File: src/rtl/arm_if_pkg.sv
// Shared types and constants for the ARM instruction-fetch stage.
package arm_if_pkg;

  typedef enum logic [1:0] {ISSUE, WAIT, DROP} fetch_state_t;

  localparam logic [31:0] NOP_INSTR  = 32'h0000_0000;
  localparam logic [31:0] WORD_BYTES = 32'd4;

  typedef struct packed {
    logic [31:0] pc;
    logic [31:0] instr;
  } fetch_entry_t;

endpackage

File: src/rtl/if_prefetch_fifo.sv
// DEPTH-entry prefetch queue of {pc, instr}; flush beats push, head is read combinationally.
module if_prefetch_fifo
  import arm_if_pkg::*;
#(
  parameter int DEPTH = 2,
  parameter int CW    = $clog2(DEPTH) + 1
) (
  input  logic          clk,
  input  logic          rst,
  input  logic          flush,
  input  logic          push,
  input  logic          pop,
  input  fetch_entry_t  din,
  output fetch_entry_t  head,
  output logic [CW-1:0] count
);

  localparam int PW = $clog2(DEPTH);

  fetch_entry_t  mem [DEPTH];
  logic [PW-1:0] wr_ptr;
  logic [PW-1:0] rd_ptr;

  // Pointers wrap naturally because DEPTH is a power of two.
  always_ff @(posedge clk or negedge rst) begin
    if (!rst) begin
      wr_ptr <= '0;
      rd_ptr <= '0;
      count  <= '0;
    end else if (flush) begin
      wr_ptr <= '0;
      rd_ptr <= '0;
      count  <= '0;
    end else begin
      if (push) wr_ptr <= wr_ptr + PW'(1);
      if (pop)  rd_ptr <= rd_ptr + PW'(1);
      count <= count + CW'(push) - CW'(pop);
    end
  end

  always_ff @(posedge clk) begin
    if (push && !flush) mem[wr_ptr] <= din;
  end

  assign head = mem[rd_ptr];

endmodule

File: src/rtl/if_fetch_unit.sv
// IF stage: owns fetch PC, one outstanding imem request, prefetch queue toward IF/ID.
// Define IF_BYPASS_EN to present a response in its arrival cycle when the queue is empty.
module if_fetch_unit
  import arm_if_pkg::*;
#(
  parameter int          DEPTH    = 2,
  parameter logic [31:0] RESET_PC = 32'h0000_0000
) (
  input  logic        clk,
  input  logic        rst,
  input  logic        freeze,
  input  logic        branchTaken,
  input  logic [31:0] branchAddr,
  output logic        imem_req,
  output logic [31:0] imem_addr,
  input  logic        imem_rvalid,
  input  logic [31:0] imem_rdata,
  output logic [31:0] pc,
  output logic [31:0] instruction,
  output logic        valid
);

  localparam int            CW   = $clog2(DEPTH) + 1;
  localparam logic [CW-1:0] FULL = CW'(DEPTH);

  fetch_state_t  state, state_nxt;
  logic [31:0]   fetch_pc, fetch_pc_nxt, pc_inc;
  logic [CW-1:0] count;
  fetch_entry_t  head, push_entry;
  logic          accept, bypass, empty, push, pop;

  assign pc_inc     = fetch_pc + WORD_BYTES;
  assign empty      = (count == '0);
  assign accept     = (state == WAIT) && imem_rvalid && !branchTaken;
`ifdef IF_BYPASS_EN
  assign bypass     = accept && empty;
`else
  assign bypass     = 1'b0;
`endif
  // A bypassed word consumed downstream this cycle never enters the queue.
  assign push       = accept && !(bypass && !freeze);
  assign pop        = !empty && !freeze && !branchTaken;
  assign push_entry = '{pc: pc_inc, instr: imem_rdata};

  if_prefetch_fifo #(
    .DEPTH (DEPTH),
    .CW    (CW)
  ) u_fifo (
    .clk   (clk),
    .rst   (rst),
    .flush (branchTaken),
    .push  (push),
    .pop   (pop),
    .din   (push_entry),
    .head  (head),
    .count (count)
  );

  always_ff @(posedge clk or negedge rst) begin
    if (!rst) begin
      state    <= ISSUE;
      fetch_pc <= RESET_PC;
    end else begin
      state    <= state_nxt;
      fetch_pc <= fetch_pc_nxt;
    end
  end

  // Request is gated by rst so nothing is issued while reset is held.
  always_comb begin
    state_nxt    = state;
    fetch_pc_nxt = fetch_pc;
    imem_req     = 1'b0;
    case (state)
      ISSUE: begin
        if (rst && (count < FULL) && !branchTaken) begin
          imem_req  = 1'b1;
          state_nxt = WAIT;
        end
      end
      WAIT: begin
        if (imem_rvalid) begin
          state_nxt = ISSUE;
          if (!branchTaken) fetch_pc_nxt = pc_inc;
        end else if (branchTaken) begin
          state_nxt = DROP;
        end
      end
      DROP: begin
        if (imem_rvalid) state_nxt = ISSUE;
      end
      default: state_nxt = ISSUE;
    endcase
    if (branchTaken) fetch_pc_nxt = branchAddr;
  end

  assign imem_addr = imem_req ? fetch_pc : '0;

  always_comb begin
    valid       = 1'b0;
    pc          = '0;
    instruction = NOP_INSTR;
    if (!empty) begin
      valid       = 1'b1;
      pc          = head.pc;
      instruction = head.instr;
    end else if (bypass) begin
      valid       = 1'b1;
      pc          = pc_inc;
      instruction = imem_rdata;
    end
  end

endmodule
File: config.mk
export PLATFORM = sky130hd
export DESIGN_NAME = if_fetch_unit
export DESIGN_NICKNAME = d
export VERILOG_FILES = /design/src/rtl/arm_if_pkg.sv /design/src/rtl/if_prefetch_fifo.sv /design/src/rtl/if_fetch_unit.sv
export SDC_FILE = /design/constraint.sdc
export NUM_CORES = 1
export LEC_CHECK = 0
export CORE_UTILIZATION = 50
export DETAILED_ROUTE_END_ITERATION = 6
export PLACE_DENSITY = 0.83
export SYNTH_ARGS = -nofsm -noshare
export SYNTH_HDL_FRONTEND = slang
export SYNTH_SLANG_ARGS = --single-unit
File: constraint.sdc
create_clock -name clk -period 18.3 [get_ports clk]
set_clock_uncertainty 0.2 [all_clocks]
set_input_delay 3.66 -clock clk [delete_from_list [all_inputs] [get_ports clk]]
set_output_delay 3.66 -clock clk [all_outputs]
set_load 0.005 [all_outputs]
# Word-level counts from Yosys, hierarchy flattened
# Memory sizes are Yosys's and may differ from the RTL's.
# Index checks and enable logic that the tools add are counted.
[totals]
rom_bits = 0
memories = 1
elab_cells = 56
input_bits = 69
out_inout_bits = 98
ramBits = 128
latch_bits = 0
register_bits = 38
[memory_table]
columns = ["name", "words", "word_bits", "rd", "rd_ports_with_merged_regs", "write_ports", "line", "source"]
rows = [
  ["u_fifo.mem", 2, 64, 1, 0, 1, "if_prefetch_fifo.sv:20", "fetch_entry_t mem [DEPTH];"],
]
[op_classes]
n_lt_le_gt_ge = 1
n_shift = 0
n_reduce_logical = 18
n_mul = 0
n_bitwise = 0
div = 0
addsub = 5
n_mux = 21
eq_ne = 5
[op_table]
columns = ["operator", "count"]
rows = [
  ["two-way mux 32 bit", 6],
  ["adder 32 x 3 -> 32 bit (second input constant)", 1],
  ["two-way mux 2 bit", 5],
  ["two-way mux 1 bit", 9],
  ["nonzero test 2 bit", 4],
  ["logical AND 1 bit", 7],
  ["one-hot mux 2 bit (3 select lines)", 1],
  ["zero test 2 bit", 2],
  ["!= test 2 bit (second input constant)", 2],
  ["zero test 1 bit", 3],
  ["!= test 3 bit (second input constant)", 1],
  ["AND reduction 3 bit", 1],
  ["adder 1 bit (second input constant)", 2],
  ["adder 2 x 1 -> 2 bit", 1],
  ["== test 2 x 1 -> 1 bit (second input constant)", 1],
  ["== test 2 bit (second input constant)", 1],
  ["< comparator 2 bit (second input constant)", 1],
  ["AND reduction 2 bit", 1],
  ["subtractor 2 x 1 -> 2 bit", 1],
]

# Logic depth before layout (Yosys ltp)
# Gate-level depths: netlist (run 1).
[logic_depth]
ltp_word = 6
mapped_depth = 8
depth_no_buf = 7

# Cells and area by module
# From an unflattened synthesis (run 1), not the netlist that was laid out.
[hier_totals]
cells_unflattened = 619
area_unflattened_um2 = 8099.0
[modules_own_cells]
columns = ["module", "area_each_um2", "cells_each", "seq_area_each_um2", "instances"]
rows = [
  ["if_prefetch_fifo", 5027.3, 216, 3943.8, 1],
  ["if_fetch_unit", 3071.7, 403, 850.8, 1],
]

# Worst setup path after synthesis (run 1)
# No wires, ideal clock.
[synth_path]
path_kind = "input-to-reg"
startpoint = "in imem_rvalid"
endpoint = "mem u_fifo.mem[0][0] (netlist name), enable pin"
t_arrival_ns = 8.497
t_required_ns = 17.535
path_stages = 4
n_path_buf = 2
setup_ns = 0.565
setup_slack_ns = 9.038
cell_sequence = "nand3b_1 clkbuf_1 clkbuf_1 nor3_1"
[synth_via]
elab_chain_len = 5
[synth_lines]
columns = ["item", "line", "source"]
rows = [
  ["start, declared", "if_fetch_unit.sv:16", "input logic imem_rvalid,"],
  ["logical AND 1 bit (2 in a row)", "if_fetch_unit.sv:34", "assign accept = (state == WAIT) && imem_rvalid && !branchTaken;"],
  ["logical AND 1 bit", "if_prefetch_fifo.sv:42", "if (push && !flush) mem[wr_ptr] <= din;"],
  ["two-way mux 1 bit", "if_prefetch_fifo.sv:42", ""],
  ["two-way mux 1 bit (not written as such)", "if_prefetch_fifo.sv:42", ""],
  ["end, declared", "if_prefetch_fifo.sv:20", ""],
]
# Every way passes these cells.

# Worst setup path after layout (run 1)
[layout_path]
startpoint = "in rst"
endpoint = "out imem_addr[28]"
[layout_via]
elab_chain_len = 5
[layout_lines]
columns = ["item", "line", "source"]
rows = [
  ["start, declared", "if_fetch_unit.sv:10", "input logic rst,"],
  ["logical AND 1 bit (2 in a row)", "if_fetch_unit.sv:76", "if (rst && (count < FULL) && !branchTaken) begin"],
  ["two-way mux 1 bit", "if_fetch_unit.sv:76", ""],
  ["two-way mux 1 bit", "if_fetch_unit.sv:74", "case (state)"],
  ["two-way mux 32 bit", "if_fetch_unit.sv:97", "assign imem_addr = imem_req ? fetch_pc : '0;"],
  ["end, declared", "if_fetch_unit.sv:15", "output logic [31:0] imem_addr,"],
]
# Every way passes these cells.

==> results.sh, run 1 <==
export IMPL_outcome="completed"
export IMPL_synth_area_per_cell_um2=12.2
export IMPL_die_x_um=126
export IMPL_routed_via_count=5494
export IMPL_start_kind="input port"
export IMPL_fp_dieArea_um2=15900
export IMPL_final_cells=968
export IMPL_ant_nets=0
export IMPL_placed_cells=936
export IMPL_worstSetupEndpointType="primary output"
export IMPL_leakagePower_nw=3.34
export IMPL_diodes=0
export IMPL_cts_buffers=17
export IMPL_grt_pass1_wl_mm=28.2
export IMPL_portBuffers=166
export IMPL_finalSetupViolations=0
export IMPL_crit_required_ns=14.44
export IMPL_grt_max_degree=67
export IMPL_fin_crit_ns=10.21
export IMPL_wl_per_cell_um=18.4
export IMPL_io_pins=167
export IMPL_grt_pass1_vias=5337
export IMPL_drt_initial_drc_count=475
export IMPL_grt_usage_pct=23.2
export IMPL_layout_common_cells="165 x clkdlybuf4s50_1, 128 x edfxtp_1, 98 x nor2_1"
export IMPL_ys_ff_latch=166
export IMPL_tns_ns=0
export IMPL_die_h_um=126
export IMPL_antenna_found_initial=0
export IMPL_finalWirelength_mm=17.8
export IMPL_synth_distinct_cells=45
export IMPL_vias_per_cell=5.68
export IMPL_postCtsHoldBufs=0
export IMPL_root_buffer="clkbuf_16"
export IMPL_dp_hpwl_mm=11.8
export IMPL_syn_inst=629
export IMPL_min_from="fetch_pc[1]"
export IMPL_min_to="u_fifo.mem[1][33]"
export IMPL_tightest_slew_ns=1.16
export IMPL_row_count=44
export IMPL_yosys_warnings=0
export IMPL_r2r_end="u_fifo.mem[1][16]"
export IMPL_syn_num_nets=701
export IMPL_r2r_setup_slack_ns=15.41
export IMPL_seq_area_frac_synth_pct=62.4
export IMPL_drc=0
export IMPL_postCtsSetupBuffers=0
export IMPL_netlist_area_um2=7680
export IMPL_firstDrtPassIters=5
export IMPL_hold_viol_final=0
export IMPL_tritoncts="built"
export IMPL_slew_viol_final=0
export IMPL_synth_ff_type="edfxtp_1"
export IMPL_cts_resized=0
export IMPL_synthArstFlopShare_pct=22.9
export IMPL_max_freq_mhz=98.0
export IMPL_nets=843
export IMPL_period_share_pct=55.8
export IMPL_maxCapViolCount=0
export IMPL_reg2reg_from="state[1]"
export IMPL_cts_buffer_depth=2
export IMPL_clk_insertion_delay_late_ns=0.42
export IMPL_cts_sinks=166
export IMPL_r2r_cells=3
export IMPL_synth_edf_count=128
export IMPL_crit_type="in -> out"
export IMPL_area_delta_synth_final_pct=30.3
export IMPL_cp_max_fo=39
export IMPL_htree_levels=4
export IMPL_max_slew_margin_pct=22.3
export IMPL_rsz0062_at_grt="no"
export IMPL_core_um2=14800
export IMPL_arrival_ns=6.35
export IMPL_layout_commonest_cell="clkdlybuf4s50_1"
export IMPL_min_path_type="reg -> reg"
export IMPL_ir_worst_vdd_mv=0.0666
export IMPL_start_util_pct=52.1
export IMPL_fin_util_pct=67.9
export IMPL_hold_depth=0
export IMPL_cts_clk_slew_worst_paths_ns=0.06
export IMPL_drive_gt1_share_pct=6.51
export IMPL_place_congestion=0.830
export IMPL_pwr_density_cell_nw_per_um2=90.5
export IMPL_grt_ovfl_total=0
## cells in the mapped netlist, drive strengths merged (2+ instances only)
| library cell | n | area, um^2 |
|---|---|---|
| o41ai | 2 | 17.5 |
| nor2 | 99 | 372 |
| edfxtp | 128 | 3840 |
| nor2b | 2 | 12.5 |
| o31ai | 13 | 97.6 |
| dfrtp | 38 | 951 |
| ha | 3 | 37.5 |
| nand4 | 9 | 56.3 |
| nor3 | 14 | 70.1 |
| nand2b | 2 | 12.5 |
| nand2 | 31 | 119 |
| mux2 | 2 | 22.5 |
| inv | 5 | 18.8 |
| xnor2 | 20 | 175 |
| mux2i | 65 | 651 |
| a21oi | 2 | 10.0 |
| clkbuf | 32 | 123 |
| or3 | 5 | 31.3 |
| nand3 | 12 | 77.6 |
| buf | 18 | 103 |
| o21ai | 14 | 70.1 |
| and3 | 3 | 18.8 |
| nand3b | 2 | 15.0 |
| xor2 | 21 | 184 |
| nor4 | 6 | 37.5 |
| and2 | 31 | 194 |
| and4 | 4 | 35.0 |
| or4 | 21 | 161 |
| a31oi | 17 | 106 |
## final cells by class
type,count,area [um^2]
Multi-Input combinational cell,407,2660
Clock inverter,14,156
Inverter,6,22.5
Fill cell,1067,4740
Clock buffer,18,439
Sequential cell,166,4800
Timing Repair Buffer,173,1710
Tap cell,184,230
## sequential cells by signal (all words and copies together), names as in the netlist
register / cells
u_fifo.mem: 128
u_fifo.count: 2
u_fifo.wr_ptr: 1
u_fifo.rd_ptr: 1
fetch_pc: 32
state: 2
## how the worst max path moves through the flow
stage,from,end,slack (ns),depth (start not counted)
after floorplan,imem_rvalid,u_fifo.mem[0][0],9.04,4
after global placement,rst,imem_addr[1],8.18,6
after detailed placement,rst,imem_addr[1],8.02,6
after CTS,rst,imem_addr[1],8.00,6
after global routing,rst,imem_addr[27],7.80,6
final,rst,imem_addr[28],8.09,6
## power by group
| part | switching [mW] | internal [mW] |
|---|---|---|
| Sequential | 0.0217 | 0.421 |
| Combinational | 0.0473 | 0.0595 |
| Clock | 0.140 | 0.217 |
| Total | 0.209 | 0.698 |
## metal layers
layer,share of wire (%),wire [um],global-route usage [%],vias up
met4,2.4,435,9.36,0
met3,6.9,1230,4.42,43
li1,-,-,-,2563
met5,0,0,0,-
met2,49,8660,37.9,238
met1,42,7490,30.6,2650
## through the flow
stage	setup WS [ns]	hold slack (ns)	total power, mW	cell area [um^2]
floorplan	9.04	0.252	0.496	7680
global placement	8.18	0.278	0.552	9420
detailed placement	8.02	0.293	0.557	9420
CTS	8.00	0.310	0.912	10000
global route	7.80	0.331	0.937	10000
finish	8.09	0.301	0.906	10000
## cell families (layout without fill, tap and decap cells)
logic type	Yosys count	after routing	synth area share, %
and+or+nand+nor	245	245	16.2
xor gates and xnor gates	41	41	4.67
buffers and inverters	56	211	3.22
DFF	166	166	62.4
adders and majority gates	3	3	0.488
AOI/OAI and AO/OA	51	51	4.25
muxes	67	67	8.76
## worst max-delay path: stages
cell             delay (ns)
buf_2                  0.68
nand2_1                0.25
nor3_2                 0.69
buf_4                  0.37
and2_1                 0.17
clkdlybuf4s50_1        0.50
(Power assumes the default switching activity.)
==> inputs of run 2 (changes only) <==
==> constraint.sdc (replaced) <==
create_clock -name clk -period 10.44 [get_ports clk]
set_clock_uncertainty 0.2 [all_clocks]
set_input_delay 2.088 -clock clk [delete_from_list [all_inputs] [get_ports clk]]
set_output_delay 2.088 -clock clk [all_outputs]
set_load 0.005 [all_outputs]
==> run 2 against run 1 <==
Design area shrank 0.72%. Core utilization shrank 0.49 points. Register-to-register slack lost 7.8 ns. Combinational power grew 74%. Sequential cell count is the same. Sequential power grew 75%. Via count shrank 0.20%. Critical path type unchanged. Largest cell class unchanged.
==> results.sh, run 2 (synthesis results as in run 1) <==
export IMPL_outcome="completed"
export IMPL_start_util_pct=52.1
export IMPL_ant_nets=0
export IMPL_grt_usage_pct=22.6
export IMPL_final_cells=968
export IMPL_antenna_found_initial=0
export IMPL_routed_wl_met3_mm=1.14
export IMPL_clockPowerShare_pct=36.5
export IMPL_period_share_pct=67.8
export IMPL_power_share_sequential_pct=51.3
export IMPL_grt_ovfl_total=0
export IMPL_cts_buffers=17
export IMPL_drc=0
export IMPL_leakagePower_nw=3.29
export IMPL_min_to="u_fifo.mem[0][33]"
export IMPL_r2r_cells=3
export IMPL_clk_insertion_delay_late_ns=0.42
export IMPL_wl_per_cell_um=17.9
export IMPL_htree_levels=4
export IMPL_placed_cells=936
export IMPL_combPwrFrac_pct=12.3
export IMPL_timing_final_ws_setup_ns=3.36
export IMPL_firstDrtPassIters=5
export IMPL_io_pins=167
export IMPL_layout_commonest_cell="clkdlybuf4s50_1"
export IMPL_p_int_mw=1.16
export IMPL_vias_per_cell=5.66
export IMPL_tns_ns=0
export IMPL_die_x_um=126
export IMPL_grt_max_degree=67
export IMPL_ir_worst_vdd_mv=0.128
export IMPL_pwr_density_cell_nw_per_um2=152
export IMPL_fp_dieArea_um2=15900
export IMPL_r2r_end="u_fifo.mem[1][12]"
export IMPL_wl_met1_mm=7.30
export IMPL_fin_crit_ns=7.08
export IMPL_rsz0062_at_grt="no"
export IMPL_portBuffers=166
export IMPL_finalSetupViolations=0
export IMPL_cp_max_fo=39
export IMPL_switching_share_pct=23.6
export IMPL_crit_type="in -> out"
export IMPL_routed_via_count=5483
export IMPL_nets=843
export IMPL_layout_common_cells="165 x clkdlybuf4s50_1, 128 x edfxtp_1, 98 x nor2_1"
export IMPL_root_buffer="clkbuf_16"
export IMPL_hold_viol_final=0
export IMPL_drive_gt1_share_pct=6.12
export IMPL_tritoncts="built"
export IMPL_arrival_ns=4.79
export IMPL_postCtsSetupBuffers=0
export IMPL_min_path_type="reg -> reg"
export IMPL_start_kind="input port"
export IMPL_tightest_slew_ns=1.18
export IMPL_max_freq_mhz=141
export IMPL_cts_resized=0
export IMPL_drt_initial_drc_count=481
export IMPL_dp_worst_setup_slack_ns=3.31
export IMPL_cp_startpoint="rst"
export IMPL_dp_hpwl_mm=11.5
export IMPL_cts_clk_slew_worst_paths_ns=0.06
export IMPL_regMostFlops="u_fifo.mem"
export IMPL_die_h_um=126
export IMPL_cts_sinks=166
export IMPL_row_count=44
export IMPL_p_sw_mw=0.357
export IMPL_cts_buffer_depth=2
export IMPL_r2r_setup_slack_ns=7.62
export IMPL_finalWirelength_mm=17.3
export IMPL_slew_viol_final=0
export IMPL_highest_layer="met4"
export IMPL_crit_required_ns=8.15
export IMPL_max_slew_margin_pct=21.2
export IMPL_hold_depth=0
export IMPL_postCtsHoldBufs=0
export IMPL_top_regs="u_fifo.mem (128), fetch_pc (32)"
export IMPL_reg2reg_from="state[1]"
export IMPL_worstSetupEndpointType="primary output"
export IMPL_grt_pass1_vias=5378
export IMPL_core_um2=14800
export IMPL_area_delta_synth_final_pct=29.4
export IMPL_maxCapViolCount=0
export IMPL_grt_pass1_wl_mm=27.6
export IMPL_largest_register_ffs=128
export IMPL_min_from="fetch_pc[1]"
export IMPL_place_congestion=0.829
export IMPL_wl_met2_mm=8.58
export IMPL_diodes=0
==> run 2: cell count changes in the layout (fill, tap and decap cells not counted) <==
| cell | before | now |
|---|---|---|
| bufinv_16 | 3 | 0 |
| clkbuf_1 | 0 | 4 |
| clkbuf_8 | 1 | 2 |
| clkinv_1 | 2 | 1 |
| clkinv_2 | 6 | 5 |
| clkinvlp_4 | 2 | 4 |
| inv_6 | 2 | 0 |
==> run 2: metrics by stage <==
step	total power [mW]	instance area (um^2)	hold slack [ns]	util, %
floorplan	0.870	7680	0.252	-
global placement	0.968	9420	0.273	63.9
CTS	1.52	9940	0.296	67.4
finish	1.51	9940	0.297	67.4
detailed placement	0.975	9420	0.277	63.9
global route	1.57	9940	0.324	67.4
==> run 2: worst max-delay path by stage <==
stage / to / slack [ns] / cells after the start
floorplan: u_fifo.mem[0][0] / 2.75 / 4
global placement: imem_addr[1] / 3.44 / 6
detailed placement: imem_addr[1] / 3.31 / 6
CTS: imem_addr[1] / 3.26 / 6
global route: imem_addr[1] / 3.07 / 6
finish: imem_addr[1] / 3.36 / 6
==> run 2: power by group through the flow <==
stage | Clock, mW | Sequential [mW] | Combinational (mW)
after floorplan | 0 | 0.764 | 0.106
after global placement | 0 | 0.788 | 0.180
after detailed placement | 0 | 0.789 | 0.186
after CTS | 0.560 | 0.775 | 0.187
after global routing | 0.584 | 0.780 | 0.203
final | 0.552 | 0.776 | 0.186
==> run 2: cell type report <==
type	instances	area, um^2
clock buffers	23	468
repair buffers	173	1710
fillers	1082	4810
well taps	184	230
inverters	6	22.5
flip-flops and latches	166	4800
multi-input cells	407	2660
clock inverters	9	55.1
==> run 2: worst max-delay path: stages <==
cell             delay (ns)
buf_2                  0.68
nand2_1                0.25
nor3_2                 0.68
buf_4                  0.37
and2_1                 0.20
clkdlybuf4s50_1        0.51
==> run 2: layer usage <==
metal | track usage, % | vias up
li1 | - | 2571
met5 | 0 | -
met4 | 8.72 | 0
met1 | 29.1 | 2657
met2 | 37.9 | 232
met3 | 4.59 | 23
